## config.mk

```make
export PLATFORM = sky130hd
export DESIGN_NAME = ps2_key_decoder_flat
export DESIGN_NICKNAME = d
export VERILOG_FILES = /design/src/rtl/game_pkg.sv /design/src/rtl/ps2_key_decoder_if.sv /design/src/rtl/ps2_frame_rx.sv /design/src/rtl/ps2_key_decoder.sv /design/src/flat_wrapper.sv
export SDC_FILE = /design/constraint.sdc
export NUM_CORES = 1
export LEC_CHECK = 0
export CAP_MARGIN = 30
export CORE_AREA = 3 3 71 90
export CTS_BUF_LIST = sky130_fd_sc_hd__clkbuf_8
export DETAILED_ROUTE_END_ITERATION = 6
export DIE_AREA = 0 0 74 93
export GPL_TIMING_DRIVEN = 0
export HOLD_SLACK_MARGIN = 0.03
export PLACE_DENSITY = 0.72
export SETUP_SLACK_MARGIN = 0.2
export SYNTH_ARGS = -nofsm -noshare
export SYNTH_HDL_FRONTEND = slang
export SYNTH_HIERARCHICAL = 1
export SYNTH_SLANG_ARGS = --single-unit
export TNS_END_PERCENT = 30
```

## constraint.sdc

```tcl
create_clock -name clock -period 5.7 [get_ports clock]
set_input_delay 1.14 -clock clock [delete_from_list [all_inputs] [get_ports clock]]
set_output_delay 1.14 -clock clock [all_outputs]
set_load 0.02 [all_outputs]
```

## src/rtl/game_pkg.sv

```systemverilog
// Shared constants and types for the PS/2 keyboard path feeding the game-state FSM.
// The optional PS/2 clock glitch filter is enabled with the PS2_GLITCH_FILTER_EN macro.
package game_pkg;

    localparam logic [7:0] PS2_EXT_PREFIX = 8'hE0;
    localparam logic [7:0] PS2_BRK_PREFIX = 8'hF0;
    localparam logic [7:0] KEY_SPACE      = 8'h29;
    localparam logic [7:0] START_CODE     = KEY_SPACE;

    // 2 ms at 50 MHz between PS/2 falling edges inside a frame.
    localparam int PS2_TIMEOUT_CYCLES = 100000;
    localparam int PS2_FILTER_CYCLES  = 8;

    typedef enum logic [1:0] {
        ST_IDLE,
        ST_DATA,
        ST_PARITY,
        ST_STOP
    } frame_state_t;

endpackage

```

## src/rtl/ps2_key_decoder_if.sv

```systemverilog
// Pin/event bundle between the PS/2 keyboard side and the key decoder.
// Optional glitch filter in the receiver is selected with PS2_GLITCH_FILTER_EN.
interface ps2_key_decoder_if;
    import game_pkg::*;

    // key_valid and frame_error are single-cycle pulses with no ready: a PS/2
    // keyboard cannot be stalled, so the consumer must take every pulse.
    // key_released/key_extended/last_key_received qualify key_valid.
    logic         PS2_CLK;
    logic         PS2_DAT;
    logic [7:0]   last_key_received;
    logic         key_extended;
    logic         key_valid;
    logic         key_released;
    logic         start_key;
    logic         frame_error;
    frame_state_t frame_state;

    modport master (
        output PS2_CLK, PS2_DAT,
        input  last_key_received, key_extended, key_valid, key_released,
        input  start_key, frame_error, frame_state
    );

    modport slave (
        input  PS2_CLK, PS2_DAT,
        output last_key_received, key_extended, key_valid, key_released,
        output start_key, frame_error, frame_state
    );

endinterface

```

## src/rtl/ps2_frame_rx.sv

```systemverilog
// PS/2 frame receiver: pin sync, falling-edge detect (optionally glitch filtered
// via PS2_GLITCH_FILTER_EN), 11-bit frame FSM with odd parity and idle timeout.
module ps2_frame_rx
    import game_pkg::*;
#(
    parameter int TIMEOUT_CYCLES = PS2_TIMEOUT_CYCLES
) (
    input  logic         clock,
    input  logic         resetn,
    input  logic         ps2_clk,
    input  logic         ps2_dat,
    output logic [7:0]   byte_data,
    output logic         byte_strobe,
    output logic         frame_error,
    output frame_state_t frame_state
);

    localparam int TO_W = $clog2(TIMEOUT_CYCLES + 1);

    logic [1:0]      clk_sync_q, clk_sync_d;
    logic [1:0]      dat_sync_q, dat_sync_d;
    logic            clk_prev_q, clk_prev_d;
    frame_state_t    state_q, state_d;
    logic [2:0]      bit_cnt_q, bit_cnt_d;
    logic [7:0]      shift_q, shift_d;
    logic            parity_q, parity_d;
    logic [TO_W-1:0] timeout_q, timeout_d;
    logic            frame_error_q, frame_error_d;
    logic            fall_raw;
    logic            fall;
    logic            dat;

    assign fall_raw = clk_prev_q & ~clk_sync_q[1];
    assign dat      = dat_sync_q[1];

`ifdef PS2_GLITCH_FILTER_EN
    localparam int FW = $clog2(PS2_FILTER_CYCLES + 1);
    logic [FW-1:0] high_cnt_q, high_cnt_d;

    // Counts consecutive synced-high clocks up to the window; the fall is judged
    // against the count before it, so no latency is added.
    always_comb begin
        high_cnt_d = high_cnt_q;
        if (!clk_sync_q[1])
            high_cnt_d = '0;
        else if (high_cnt_q != FW'(PS2_FILTER_CYCLES))
            high_cnt_d = high_cnt_q + FW'(1);
    end

    always_ff @(posedge clock or negedge resetn) begin
        if (!resetn) high_cnt_q <= '0;
        else         high_cnt_q <= high_cnt_d;
    end

    assign fall = fall_raw && (high_cnt_q == FW'(PS2_FILTER_CYCLES));
`else
    assign fall = fall_raw;
`endif

    always_comb begin
        clk_sync_d    = {clk_sync_q[0], ps2_clk};
        dat_sync_d    = {dat_sync_q[0], ps2_dat};
        clk_prev_d    = clk_sync_q[1];
        state_d       = state_q;
        bit_cnt_d     = bit_cnt_q;
        shift_d       = shift_q;
        parity_d      = parity_q;
        timeout_d     = timeout_q;
        frame_error_d = 1'b0;
        byte_strobe   = 1'b0;

        if (fall) begin
            // An edge always wins over a simultaneous timeout expiry.
            timeout_d = '0;
            case (state_q)
                ST_IDLE: begin
                    if (!dat) begin
                        state_d   = ST_DATA;
                        bit_cnt_d = 3'd0;
                    end else begin
                        frame_error_d = 1'b1;
                    end
                end
                ST_DATA: begin
                    shift_d   = {dat, shift_q[7:1]};
                    bit_cnt_d = bit_cnt_q + 3'd1;
                    if (bit_cnt_q == 3'd7) state_d = ST_PARITY;
                end
                ST_PARITY: begin
                    parity_d = dat;
                    state_d  = ST_STOP;
                end
                ST_STOP: begin
                    if (dat && (^{shift_q, parity_q}))
                        byte_strobe = 1'b1;
                    else
                        frame_error_d = 1'b1;
                    state_d = ST_IDLE;
                end
                default: state_d = ST_IDLE;
            endcase
        end else if (state_q != ST_IDLE) begin
            if (timeout_q == TO_W'(TIMEOUT_CYCLES)) begin
                frame_error_d = 1'b1;
                shift_d       = '0;
                timeout_d     = '0;
                state_d       = ST_IDLE;
            end else begin
                timeout_d = timeout_q + TO_W'(1);
            end
        end else begin
            timeout_d = '0;
        end
    end

    // Sync flops reset high (PS/2 idle level) so reset release never looks like an edge.
    always_ff @(posedge clock or negedge resetn) begin
        if (!resetn) begin
            clk_sync_q    <= 2'b11;
            dat_sync_q    <= 2'b11;
            clk_prev_q    <= 1'b1;
            state_q       <= ST_IDLE;
            bit_cnt_q     <= '0;
            shift_q       <= '0;
            parity_q      <= 1'b0;
            timeout_q     <= '0;
            frame_error_q <= 1'b0;
        end else begin
            clk_sync_q    <= clk_sync_d;
            dat_sync_q    <= dat_sync_d;
            clk_prev_q    <= clk_prev_d;
            state_q       <= state_d;
            bit_cnt_q     <= bit_cnt_d;
            shift_q       <= shift_d;
            parity_q      <= parity_d;
            timeout_q     <= timeout_d;
            frame_error_q <= frame_error_d;
        end
    end

    assign byte_data   = shift_q;
    assign frame_error = frame_error_q;
    assign frame_state = state_q;

endmodule

```

## src/rtl/ps2_key_decoder.sv

```systemverilog
// Scan-code decode layer: folds E0/F0 prefixes into flags, emits key events and
// the start_key level. Receiver glitch filter is selected with PS2_GLITCH_FILTER_EN.
module ps2_key_decoder
    import game_pkg::*;
#(
    parameter int TIMEOUT_CYCLES = PS2_TIMEOUT_CYCLES
) (
    input  logic               clock,
    input  logic               resetn,
    ps2_key_decoder_if.slave   bus
);

    logic [7:0] byte_data;
    logic       byte_strobe;
    logic       rx_frame_error;

    logic       ext_pending_q, ext_pending_d;
    logic       brk_pending_q, brk_pending_d;
    logic [7:0] last_key_q, last_key_d;
    logic       key_ext_q, key_ext_d;
    logic       key_valid_q, key_valid_d;
    logic       key_rel_q, key_rel_d;
    logic       start_key_q, start_key_d;

    ps2_frame_rx #(
        .TIMEOUT_CYCLES (TIMEOUT_CYCLES)
    ) u_rx (
        .clock       (clock),
        .resetn      (resetn),
        .ps2_clk     (bus.PS2_CLK),
        .ps2_dat     (bus.PS2_DAT),
        .byte_data   (byte_data),
        .byte_strobe (byte_strobe),
        .frame_error (rx_frame_error),
        .frame_state (bus.frame_state)
    );

    always_comb begin
        ext_pending_d = ext_pending_q;
        brk_pending_d = brk_pending_q;
        last_key_d    = last_key_q;
        key_ext_d     = key_ext_q;
        key_valid_d   = 1'b0;
        key_rel_d     = key_rel_q;
        start_key_d   = start_key_q;

        if (rx_frame_error) begin
            ext_pending_d = 1'b0;
            brk_pending_d = 1'b0;
        end else if (byte_strobe) begin
            if (byte_data == PS2_EXT_PREFIX) begin
                ext_pending_d = 1'b1;
            end else if (byte_data == PS2_BRK_PREFIX) begin
                brk_pending_d = 1'b1;
            end else begin
                key_valid_d   = 1'b1;
                key_rel_d     = brk_pending_q;
                key_ext_d     = ext_pending_q;
                if (!brk_pending_q) last_key_d = byte_data;
                // Only the non-extended start code drives the level; typematic makes keep it high.
                if (!ext_pending_q && byte_data == START_CODE)
                    start_key_d = !brk_pending_q;
                ext_pending_d = 1'b0;
                brk_pending_d = 1'b0;
            end
        end
    end

    always_ff @(posedge clock or negedge resetn) begin
        if (!resetn) begin
            ext_pending_q <= 1'b0;
            brk_pending_q <= 1'b0;
            last_key_q    <= '0;
            key_ext_q     <= 1'b0;
            key_valid_q   <= 1'b0;
            key_rel_q     <= 1'b0;
            start_key_q   <= 1'b0;
        end else begin
            ext_pending_q <= ext_pending_d;
            brk_pending_q <= brk_pending_d;
            last_key_q    <= last_key_d;
            key_ext_q     <= key_ext_d;
            key_valid_q   <= key_valid_d;
            key_rel_q     <= key_rel_d;
            start_key_q   <= start_key_d;
        end
    end

    assign bus.last_key_received = last_key_q;
    assign bus.key_extended      = key_ext_q;
    assign bus.key_valid         = key_valid_q;
    assign bus.key_released      = key_rel_q;
    assign bus.start_key         = start_key_q;
    assign bus.frame_error       = rx_frame_error;

endmodule

```

## src/flat_wrapper.sv

```systemverilog
// flat-port wrapper written by rule: the top's interface ports become plain ports
module ps2_key_decoder_flat import game_pkg::*;
#(
    parameter int TIMEOUT_CYCLES = PS2_TIMEOUT_CYCLES
)
  (clock, resetn, bus_PS2_CLK, bus_PS2_DAT, bus_last_key_received, bus_key_extended, bus_key_valid, bus_key_released, bus_start_key, bus_frame_error, bus_frame_state);
  ps2_key_decoder_if bus_i ();
  input  logic clock;
  input  logic resetn;
  input wire logic [$bits(bus_i.PS2_CLK)-1:0] bus_PS2_CLK;
  input wire logic [$bits(bus_i.PS2_DAT)-1:0] bus_PS2_DAT;
  output wire logic [$bits(bus_i.last_key_received)-1:0] bus_last_key_received;
  output wire logic [$bits(bus_i.key_extended)-1:0] bus_key_extended;
  output wire logic [$bits(bus_i.key_valid)-1:0] bus_key_valid;
  output wire logic [$bits(bus_i.key_released)-1:0] bus_key_released;
  output wire logic [$bits(bus_i.start_key)-1:0] bus_start_key;
  output wire logic [$bits(bus_i.frame_error)-1:0] bus_frame_error;
  output wire logic [$bits(bus_i.frame_state)-1:0] bus_frame_state;
  assign bus_i.PS2_CLK = bus_PS2_CLK;
  assign bus_i.PS2_DAT = bus_PS2_DAT;
  assign bus_last_key_received = bus_i.last_key_received;
  assign bus_key_extended = bus_i.key_extended;
  assign bus_key_valid = bus_i.key_valid;
  assign bus_key_released = bus_i.key_released;
  assign bus_start_key = bus_i.start_key;
  assign bus_frame_error = bus_i.frame_error;
  assign bus_frame_state = bus_i.frame_state;
  ps2_key_decoder #(.TIMEOUT_CYCLES(TIMEOUT_CYCLES)) u_core (.clock(clock), .resetn(resetn), .bus(bus_i));
endmodule
```

==> metrics, run 1 <==
post-synth top area share=46.3%; max-slew violation count=0; Avg Synthesized Cell Area=11.1 sq um; switching pwr=287 uW; Layout Skew=0.0155 ns; worst slack at placement=2.94 ns; total core area=5700 sq um; crit path kind=flop to flop; Slew @ Worst Pin=0.614 ns; # DRC=0; PwrDens=308 nW/um^2; most frequent cells after synthesis=dfrtp_1 (46), nand2_1 (25), nor2_1 (20), xnor2_1 (14), mux2_2 (11); DR iter-0 viols=73; die span in y=93 um; post-CTS setup buffers=0; Clock Latency Late Sink=0.31 ns; Final WS setup=2.93 ns; EDFF count, synth=0; Reg clk slew, reported paths=0.11 ns; final worst path period share=48.6%; Post-Synth Simple-Gate Area=19.1%; Antenna Nets Post-Route=0; Finished Cell Area=2860 sq um; final net count=263; Synth warnings=6; IO buf count=18; fin crit period=2.77 ns; Congestion Overflow GR=0; CTS Buf Count=5; post-synthesis xor/xnor area fraction=8.90%; sw frac=32.6%; post-cts hold buffer count=0; final-report hold violation count=0; total design power=881 uW; LEAKAGE=0.00121 uW; routed via count=1715; die area=6880 sq um; Hold Path Class=flop to flop; outcome=finished clean; synthesized-area fraction occupied by adder cells=4.52%; Root Driver=clkbuf_8; Synthesized Nets=237; Post-Synthesis Cells=224; Final Non-Filler Cells=317; Worst VDD drop=168 uV; initial antenna violation count=0; main flop type after synthesis=dfrtp_1; cell with the most instances after synthesis=dfrtp_1; Die X=74 um; Synth area leaders=dfrtp_1 (46%), dfstp_2 (5.3%), mux2_2 (5.0%); layout cells sized above 1=14.3%; Max clock buf depth=2; Synth Cell Area=2490 sq um; crit end category=flop; vias in the first global route=1752; Combinational Power Share=25.9%; HPWL Detailed=3110 um; CP Launch Type=flop; Finish-stage setup viols=0; post-placement cell area=2770 sq um; Fillers=516; Area Overhead vs Synth=15.0%; FFs w/ async S/R, synth=100%; largest family of logic cells by synthesized area=simple AND/OR/NAND/NOR gates; WL/cell=13.4 um; WL final=4240 um; Worst EP arrival=2.97 ns; Max Clk Rate=361 MHz; count of max-cap constraint violations=0; Compound-Gate Fraction of Synth Area=7.99%; CTS tree=built; GP Congestion=0.778; ant diodes=0; R2R setup slack=2.93 ns; Synth Register Bits=51; critical path peak fanout=8; leading area contributor after synthesis=dfrtp_1; all-layer global routing usage=14.1%; H-tree depth=2; first-pass GRT wire length=7680 um; Gates resized, CTS repair=0; number of distinct library cells after synthesis=45; placed insts=309; clk sinks=51; Seq pwr share=49.5%; first-pass detailed-route iteration total=4; Max-slew headroom=58.7%; Int Pwr=594 uW; num ports=19; share of the yosys chip area belonging to registers=51.5%; Clock Power Share=24.6%; Vias per Instance=5.41; initial core utilization=43.6%; setup TNS=0 ns; RSZ-0062 raised after global routing=no; Std-Cell Rows=31; mux share of post-synthesis cell area=5.38%; pin count of the biggest net entering global routing=33; Req. time, crit path=5.90 ns
==> state kept, by name, indices dropped and copies added, names as in the netlist <==
| name | count |
|---|---|
| u_core/u_rx/bit_cnt_q | 3 |
| u_core/u_rx/clk_prev_q | 1 |
| u_core/u_rx/frame_state | 2 |
| u_core/bus.key_extended | 1 |
| u_core/u_rx/clk_sync_q | 2 |
| u_core/bus.start_key | 1 |
| u_core/u_rx/parity_q | 1 |
| u_core/brk_pending_q | 1 |
| u_core/ext_pending_q | 1 |
| u_core/bus.key_released | 1 |
| u_core/u_rx/frame_error | 1 |
| u_core/bus.last_key_received | 8 |
| u_core/bus.key_valid | 1 |
| u_core/u_rx/byte_data | 8 |
| u_core/u_rx/dat_sync_q | 2 |
| u_core/u_rx/timeout_q | 17 |
==> final timing paths <==
path	startpoint	to	cells past startpoint
max	u_core/u_rx/byte_data[4]	u_core/bus.last_key_received[4]	7
min	u_core/u_rx/clk_sync_q[0]	u_core/u_rx/clk_sync_q[1]	0
max reg2reg	u_core/u_rx/byte_data[4]	u_core/bus.last_key_received[4]	7
min reg2reg	u_core/u_rx/clk_sync_q[0]	u_core/u_rx/clk_sync_q[1]	0
max in group asynchronous	resetn	u_core/u_rx/timeout_q[14]	2
min in group asynchronous	resetn	u_core/u_rx/frame_state[0]	1
==> final cells by class <==
type | instances | area (sq um) | area share (%)
flip-flops and latches | 51 | 1280 | 44.8
multi-input cells | 159 | 1140 | 39.9
repair buffers | 19 | 195 | 6.82
well taps | 66 | 82.6 | 2.89
clock buffers | 5 | 68.8 | 2.40
inverters | 10 | 37.5 | 1.31
plain buffers | 4 | 27.5 | 0.962
clock inverters | 3 | 26.3 | 0.918
==> per-stage QoR <==
| step | utilization, % | hold slack, ns |
|---|---|---|
| floorplan | - | 0.345 |
| global placement | 48.3 | 0.348 |
| detailed placement | 48.5 | 0.348 |
| CTS | 50.2 | 0.361 |
| global route | 50.2 | 0.369 |
| finish | 50.2 | 0.359 |
==> logic make-up after synthesis <==
logic type | Yosys count
multiplexers | 12
AO/OA/AOI/OAI | 29
flip-flops | 51
adder cells (fa/ha/maj) | 9
AND/OR/NAND/NOR | 87
buffers and inverters | 14
XOR/XNOR | 22
==> critical path, stage by stage (launching register included) <==
cell and delay [ns]:
dfrtp_1 0.48, xnor2_1 0.18, xor3_1 0.41, nor2_1 0.06, nor3_1 0.52, nand2b_1 0.20
a211oi_4 0.41, mux2_2 0.39
==> cell usage in the layout, fill, tap and decap left out, types with 3 or more instances in the layout <==
master / count
xnor2_1: 14
mux2_2: 11
inv_1: 10
nor3_1: 6
nand3_1: 8
dfstp_2: 5
o21ai_0: 9
clkdlybuf4s50_1: 17
a21oi_1: 8
nand4_1: 5
nor4_1: 3
nand2b_1: 4
nor2_1: 20
nand2_1: 25
xor2_1: 6
dfrtp_1: 46
clkbuf_8: 5
ha_1: 9
==> per-layer routing <==
layer  share of wire [%]  GRT usage, %  wire (um)
met1                  43          17.3       1820
met2                  51          23.7       2160
met3                 4.4          3.98        187
met4                 1.6          4.23         68
met5                   0             0          0
==> power by group through the flow <==
| stage | clock [uW] | combinational [uW] | sequential [uW] |
|---|---|---|---|
| 2_1_floorplan | 0 | 166 | 439 |
| 3_3_place_gp | 0 | 221 | 442 |
| 3_5_place_dp | 0 | 228 | 444 |
| 4_1_cts | 227 | 229 | 437 |
| 5_1_grt | 239 | 257 | 443 |
| 6_report | 217 | 228 | 436 |
Power figures use the tool's default switching activity.
==> run 2: changes to the inputs <==
==> constraint.sdc (replaced) <==
create_clock -name clock -period 2.6 [get_ports clock]
set_input_delay 0.52 -clock clock [delete_from_list [all_inputs] [get_ports clock]]
set_output_delay 0.52 -clock clock [all_outputs]
set_load 0.02 [all_outputs]
==> run 2 against run 1 <==
Compared with the run above: die area unchanged; clock power increased by 120%; first-iteration DRC count increased by 44%; global-route usage increased by 0.11 points; via count increased by 0.29%; worst setup slack got worse by 2.6 ns; largest power group unchanged; highest routed layer unchanged; combinational power increased by 140%; flip-flop and latch count unchanged; critical endpoint unchanged.
==> metrics, run 2 (synthesized netlist as in run 1, its figures left out) <==
initial core utilization=43.6% (unchanged); GP Congestion=0.778 (unchanged); final worst path period share=86.5% (was 48.6%); all-layer global routing usage=14.2% (was 14.1%); CTS tree=built (unchanged); Crit-path slowest cell=dfrtp_2 (was nor3_1); Vias per Instance=5.31 (was 5.41); Congestion Overflow GR=0 (unchanged); post-placement cell area=2770 sq um (unchanged); Slew @ Worst Pin=0.594 ns (was 0.614 ns); Most flops, register=u_core/u_rx/timeout_q (unchanged); Worst EP arrival=2.45 ns (was 2.97 ns); H-tree depth=2 (unchanged); layout cells sized above 1=19.0% (was 14.3%); initial antenna violation count=0 (unchanged); CP max stage delay=0.46 ns (was 0.52 ns); IO buf count=18 (unchanged); post-cts hold buffer count=0 (unchanged); Clock Latency Late Sink=0.31 ns (about the same); Max Clk Rate=445 MHz (was 361 MHz); multi-input logic area=1160 sq um (was 1140 sq um); first-pass detailed-route iteration total=4 (unchanged); max reg flops=17 (unchanged); vias in the first global route=1761 (was 1752); WL final=4290 um (was 4240 um); Finish-stage setup viols=0 (unchanged); CP Launch Type=flop (unchanged); max-slew violation count=0 (unchanged); crit end category=flop (unchanged); Worst VDD drop=368 uV (was 168 uV); Reg area=1280 sq um (about the same); die area=6880 sq um (unchanged); count of max-cap constraint violations=0 (unchanged); Reg clk slew, reported paths=0.10 ns (was 0.11 ns); CTS Buf Count=5 (unchanged); most common cell after layout, fill and taps aside=dfrtp_1 (unchanged); crit path kind=flop to flop (unchanged); HPWL Detailed=3110 um (unchanged); Max-slew headroom=60.0% (was 58.7%); DR iter-0 viols=105 (was 73); Hold WS=0.158 ns (was 0.359 ns); Root Driver=clkbuf_8 (unchanged); Req. time, crit path=2.80 ns (was 5.90 ns); PwrDens=667 nW/um^2 (was 308 nW/um^2); Std-Cell Rows=31 (unchanged); Finished Cell Area=2950 sq um (was 2860 sq um); clk sinks=51 (unchanged); Fillers=504 (was 516); Antenna Nets Post-Route=0 (unchanged); total core area=5700 sq um (unchanged); Max clock buf depth=2 (unchanged); final net count=270 (was 263); Die X=74 um (unchanged); die span in y=93 um (unchanged); fin crit period=2.25 ns (was 2.77 ns); LEAKAGE=0.00125 uW (was 0.00121 uW); Final WS setup=0.350 ns (was 2.93 ns); most frequent cells in the layout=dfrtp_1 (44), nand2_1 (25), nor2_1 (20), clkdlybuf4s50_1 (17), xnor2_1 (12) (was dfrtp_1 (46), nand2_1 (25), nor2_1 (20), clkdlybuf4s50_1 (17), xnor2_1 (14)); pin count of the biggest net entering global routing=33 (unchanged); final-report hold violation count=0 (unchanged); WL/cell=13.2 um (was 13.4 um); crit-path cells=xnor2_1 -> xor3_1 -> nor2_1 -> nor3_2 -> nand2b_1 -> a211oi_4 -> buf_12 -> mux2_2 (was xnor2_1 -> xor3_1 -> nor2_1 -> nor3_1 -> nand2b_1 -> a211oi_4 -> mux2_2); critical path peak fanout=8 (unchanged); worst slack at placement=-0.162 ns (was 2.94 ns); Hold Path Class=input pin to async pin (was flop to flop); routed via count=1720 (was 1715); Layout Skew=0.0122 ns (was 0.0155 ns); first-pass GRT wire length=7750 um (was 7680 um); total design power=1970 uW (was 881 uW); ant diodes=0 (unchanged); num ports=19 (unchanged); RSZ-0062 raised after global routing=no (unchanged); outcome=finished clean (unchanged); Area Overhead vs Synth=18.6% (was 15.0%); # DRC=0 (unchanged)
run 2: report_power, final:
group          internal (uW)  switching (uW)
sequential               865            92.7
clock                    198             274
combinational            265             272
run 2: final timing paths:
check | cells past startpoint | endpoint | slack [ns] | from
setup reg to reg | 8 | u_core/bus.last_key_received[4] | 0.35 | u_core/u_rx/byte_data[4]
hold / removal | 1 | u_core/u_rx/frame_state[0] | 0.16 | resetn
hold reg to reg | 0 | u_core/u_rx/clk_sync_q[1] | 0.36 | u_core/u_rx/clk_sync_q[0]
min in group clock | 0 | u_core/u_rx/clk_sync_q[1] | 0.36 | u_core/u_rx/clk_sync_q[0]
max in group asynchronous | 2 | u_core/u_rx/byte_data[3] | 1.92 | resetn
setup / recovery | 8 | u_core/bus.last_key_received[4] | 0.35 | u_core/u_rx/byte_data[4]
run 2: timing repair:
action,in CTS,in global routing
resized for setup,1,5
endpoints found under the setup margin,11,10
buffers inserted,2,5
pin swaps,2,2
run 2: final cells by class:
cell class                 count  share of cell area [%]
buffer                         4                   0.933
clock buffer                   5                    2.33
clock inverter                 3                   0.890
inverter                      10                    1.27
multi-input combinational    159                    39.4
sequential                    51                    43.5
tap                           66                    2.80
timing repair buffer          26                    8.82
run 2: stage by stage:
step	util [%]	std cells	setup TNS, ns
after detailed placement	48.5	309	-1.22
after CTS	50.8	319	0
after floorplan	-	224	0
after global placement	48.3	308	-21.61
final	51.8	324	0
after global routing	51.8	324	0
run 2: critical path, delay by kind of cell (launching register included):
family	cells	cell delay (ns)
XOR/XNOR	2	0.55
flip-flops	1	0.46
AND/OR/NAND/NOR	3	0.43
multiplexers	1	0.32
AO/OA/AOI/OAI	1	0.22
buffers and inverters	1	0.16
run 2: routing by layer:
layer / wire length [um] / track usage (%) / part of all wire (%) / vias up
li1: - / - / - / 852
met1: 1860 / 17.7 / 43 / 836
met2: 2210 / 23.9 / 51 / 25
met3: 158 / 3.87 / 3.7 / 7
met4: 70 / 4.08 / 1.6 / 0
met5: 0 / 0 / 0 / -
==> run 3: changes to the inputs <==
--- a/config.mk
+++ b/config.mk
@@ -12,7 +12,7 @@
 export DIE_AREA = 0 0 74 93
 export GPL_TIMING_DRIVEN = 0
 export HOLD_SLACK_MARGIN = 0.03
-export PLACE_DENSITY = 0.72
+export PLACE_DENSITY = 0.69
 export SETUP_SLACK_MARGIN = 0.2
 export SYNTH_ARGS = -nofsm -noshare
 export SYNTH_HDL_FRONTEND = slang
==> run 3 against run 2 <==
Compared with the run above: first-iteration DRC count increased by 1.9%; flip-flop and latch count unchanged; clock skew decreased by 0.0015 ns; clock power increased by 4%; utilization decreased by 0.35 points; worst setup slack improved by 0.0091 ns; via count decreased by 1.2%; sequential share of layout area increased by 0.30 points; clock-buffer cell count unchanged; total power increased by 0.58%; critical endpoint is now u_core/bus.last_key_received[2]; largest cell class unchanged.
==> metrics, run 3 (synthesized netlist as in run 1, its figures left out) <==
outcome=finished clean (unchanged); CP delay by family, top=XOR/XNOR gates (unchanged); LEAKAGE=0.00123 uW (was 0.00125 uW); Reg clk slew, reported paths=0.10 ns (about the same); R2R setup slack=0.36 ns (was 0.35 ns); Antenna Nets Post-Route=0 (unchanged); Root Driver=clkbuf_8 (unchanged); final-report hold violation count=0 (unchanged); max-slew violation count=0 (unchanged); Area Overhead vs Synth=17.8% (was 18.6%); total core area=5700 sq um (unchanged); Slew @ Worst Pin=0.576 ns (was 0.594 ns); CP max stage delay=0.46 ns (about the same); Worst VDD drop=253 uV (was 368 uV); die span in y=93 um (unchanged); HPWL Detailed=3180 um (was 3110 um); final worst path period share=86.2% (was 86.5%); H-tree depth=2 (unchanged); IO buf count=18 (unchanged); most frequent cells in the layout=dfrtp_1 (44), nand2_1 (25), nor2_1 (20), clkdlybuf4s50_1 (17), xnor2_1 (12) (unchanged); DR iter-0 viols=107 (was 105); count of max-cap constraint violations=0 (unchanged); WL/cell=14.1 um (was 13.2 um); RSZ-0062 raised after global routing=no (unchanged); fin crit period=2.24 ns (was 2.25 ns); vias in the first global route=1647 (was 1761); crit path kind=flop to flop (unchanged); pin count of the biggest net entering global routing=35 (was 33); Max Clk Rate=446 MHz (was 445 MHz); post-cts hold buffer count=0 (unchanged); Req. time, crit path=2.81 ns (was 2.80 ns); Most flops, register=u_core/u_rx/timeout_q (unchanged); Max-slew headroom=61.2% (was 60.0%); ant diodes=0 (unchanged); initial core utilization=43.6% (unchanged); Final WS setup=0.359 ns (was 0.350 ns); total design power=1980 uW (was 1970 uW); reg2reg end=u_core/bus.last_key_received[2] (was u_core/bus.last_key_received[4]); crit-path cells=xnor2_1 -> xor3_1 -> nor2_1 -> nor3_2 -> nand2b_1 -> a211oi_4 -> buf_12 -> mux2_2 (unchanged); first-pass GRT wire length=7650 um (was 7750 um); crit end category=flop (unchanged); GP Congestion=0.797 (was 0.778); Clock Latency Late Sink=0.32 ns (was 0.31 ns); Worst R2R Path Depth=8 (unchanged); Max clock buf depth=2 (unchanged); initial antenna violation count=0 (unchanged); worst slack at placement=-0.156 ns (was -0.162 ns); routed via count=1699 (was 1720); critical path peak fanout=8 (unchanged); layout cells sized above 1=18.0% (was 19.0%); Die X=74 um (unchanged); clk sinks=51 (unchanged); CTS tree=built (unchanged); WL final=4530 um (was 4290 um); Layout Skew=0.0107 ns (was 0.0122 ns); Finish-stage setup viols=0 (unchanged); num ports=19 (unchanged); Std-Cell Rows=31 (unchanged); CP Launch Type=flop (unchanged); die area=6880 sq um (unchanged); Buf/Inv on CP=1 (unchanged); Hold Path Class=input pin to async pin (unchanged); Congestion Overflow GR=0 (unchanged); CTS Buf Count=5 (unchanged); Worst EP arrival=2.45 ns (about the same); reg2reg start=u_core/u_rx/byte_data[3] (was u_core/u_rx/byte_data[4]); Vias per Instance=5.29 (was 5.31); Crit-path slowest cell=dfrtp_2 (unchanged); most common cell after layout, fill and taps aside=dfrtp_1 (unchanged); first-pass detailed-route iteration total=4 (unchanged); all-layer global routing usage=14.3% (was 14.2%); final net count=267 (was 270); PwrDens=675 nW/um^2 (was 667 nW/um^2); placed insts=309 (unchanged); # DRC=0 (unchanged); Final Non-Filler Cells=321 (was 324); max reg flops=17 (unchanged)
-- run 3: cell types whose count changed in the layout (fill, tap and decap cells not counted) --
cell,before,now
buf_4,7,4
inv_6,2,0
clkinv_4,1,2
inv_8,0,1
-- run 3: layer usage --
metal | GRT usage [%] | up-vias | part of all wire [%] | routed length, um
met4 | 6.95 | 0 | 1.6 | 72
met1 | 17.9 | 814 | 44 | 2010
met3 | 2.58 | 5 | 3.2 | 143
li1 | - | 847 | - | -
met5 | 0 | - | 0 | 0
met2 | 23.3 | 33 | 51 | 2300
-- run 3: cell type report --
| type | count | area, sq um |
|---|---|---|
| Sequential cell | 51 | 1280 |
| Clock inverter | 3 | 28.8 |
| Multi-Input combinational cell | 159 | 1160 |
| Tap cell | 66 | 82.6 |
| Fill cell | 510 | 2770 |
| Inverter | 10 | 37.5 |
| Clock buffer | 5 | 68.8 |
| Timing Repair Buffer | 23 | 238 |
| Buffer | 4 | 27.5 |
-- run 3: worst reg2reg max path, delay by kind of cell (launching register included) --
kind,cells,cell delay (ns)
mux,1,0.34
xor+xnor,2,0.55
buf+inv,1,0.16
compound gates,1,0.22
flops,1,0.46
simple gates,3,0.40
-- run 3: worst max-delay path by stage --
stage                                        start                              end  slack (ns)  depth (start not counted)
after global placement                      resetn         u_core/u_rx/timeout_q[8]       -0.47                          1
after CTS                 u_core/u_rx/byte_data[4]  u_core/bus.last_key_received[2]        0.27                          8
final                     u_core/u_rx/byte_data[3]  u_core/bus.last_key_received[2]        0.36                          8
after floorplan           u_core/u_rx/byte_data[4]  u_core/bus.last_key_received[0]        0.21                          7
after global routing      u_core/u_rx/byte_data[3]  u_core/bus.last_key_received[2]        0.21                          8
after detailed placement  u_core/u_rx/byte_data[4]  u_core/bus.last_key_received[2]       -0.16                          7
-- run 3: timing repair --
action,in CTS,in global routing
resized for setup,1,5
setup endpoints to repair,10,10
pin swaps,2,2
buffers inserted,2,2
-- run 3: power by group --
group          internal, uW  switching, uW
clock                   200            289
sequential              865           93.0
combinational           260            271
total                  1330            653
-- run 3: metrics by stage --
stage / hold WS [ns] / TNS (ns) / util, % / instance area, sq um
global route: 0.158 / 0 / 51.4 / 2930
global placement: 0.346 / -22.13 / 48.3 / 2750
floorplan: 0.224 / 0 / - / 2490
detailed placement: 0.347 / -1.13 / 48.5 / 2770
CTS: 0.136 / 0 / 50.8 / 2900
finish: 0.129 / 0 / 51.4 / 2930
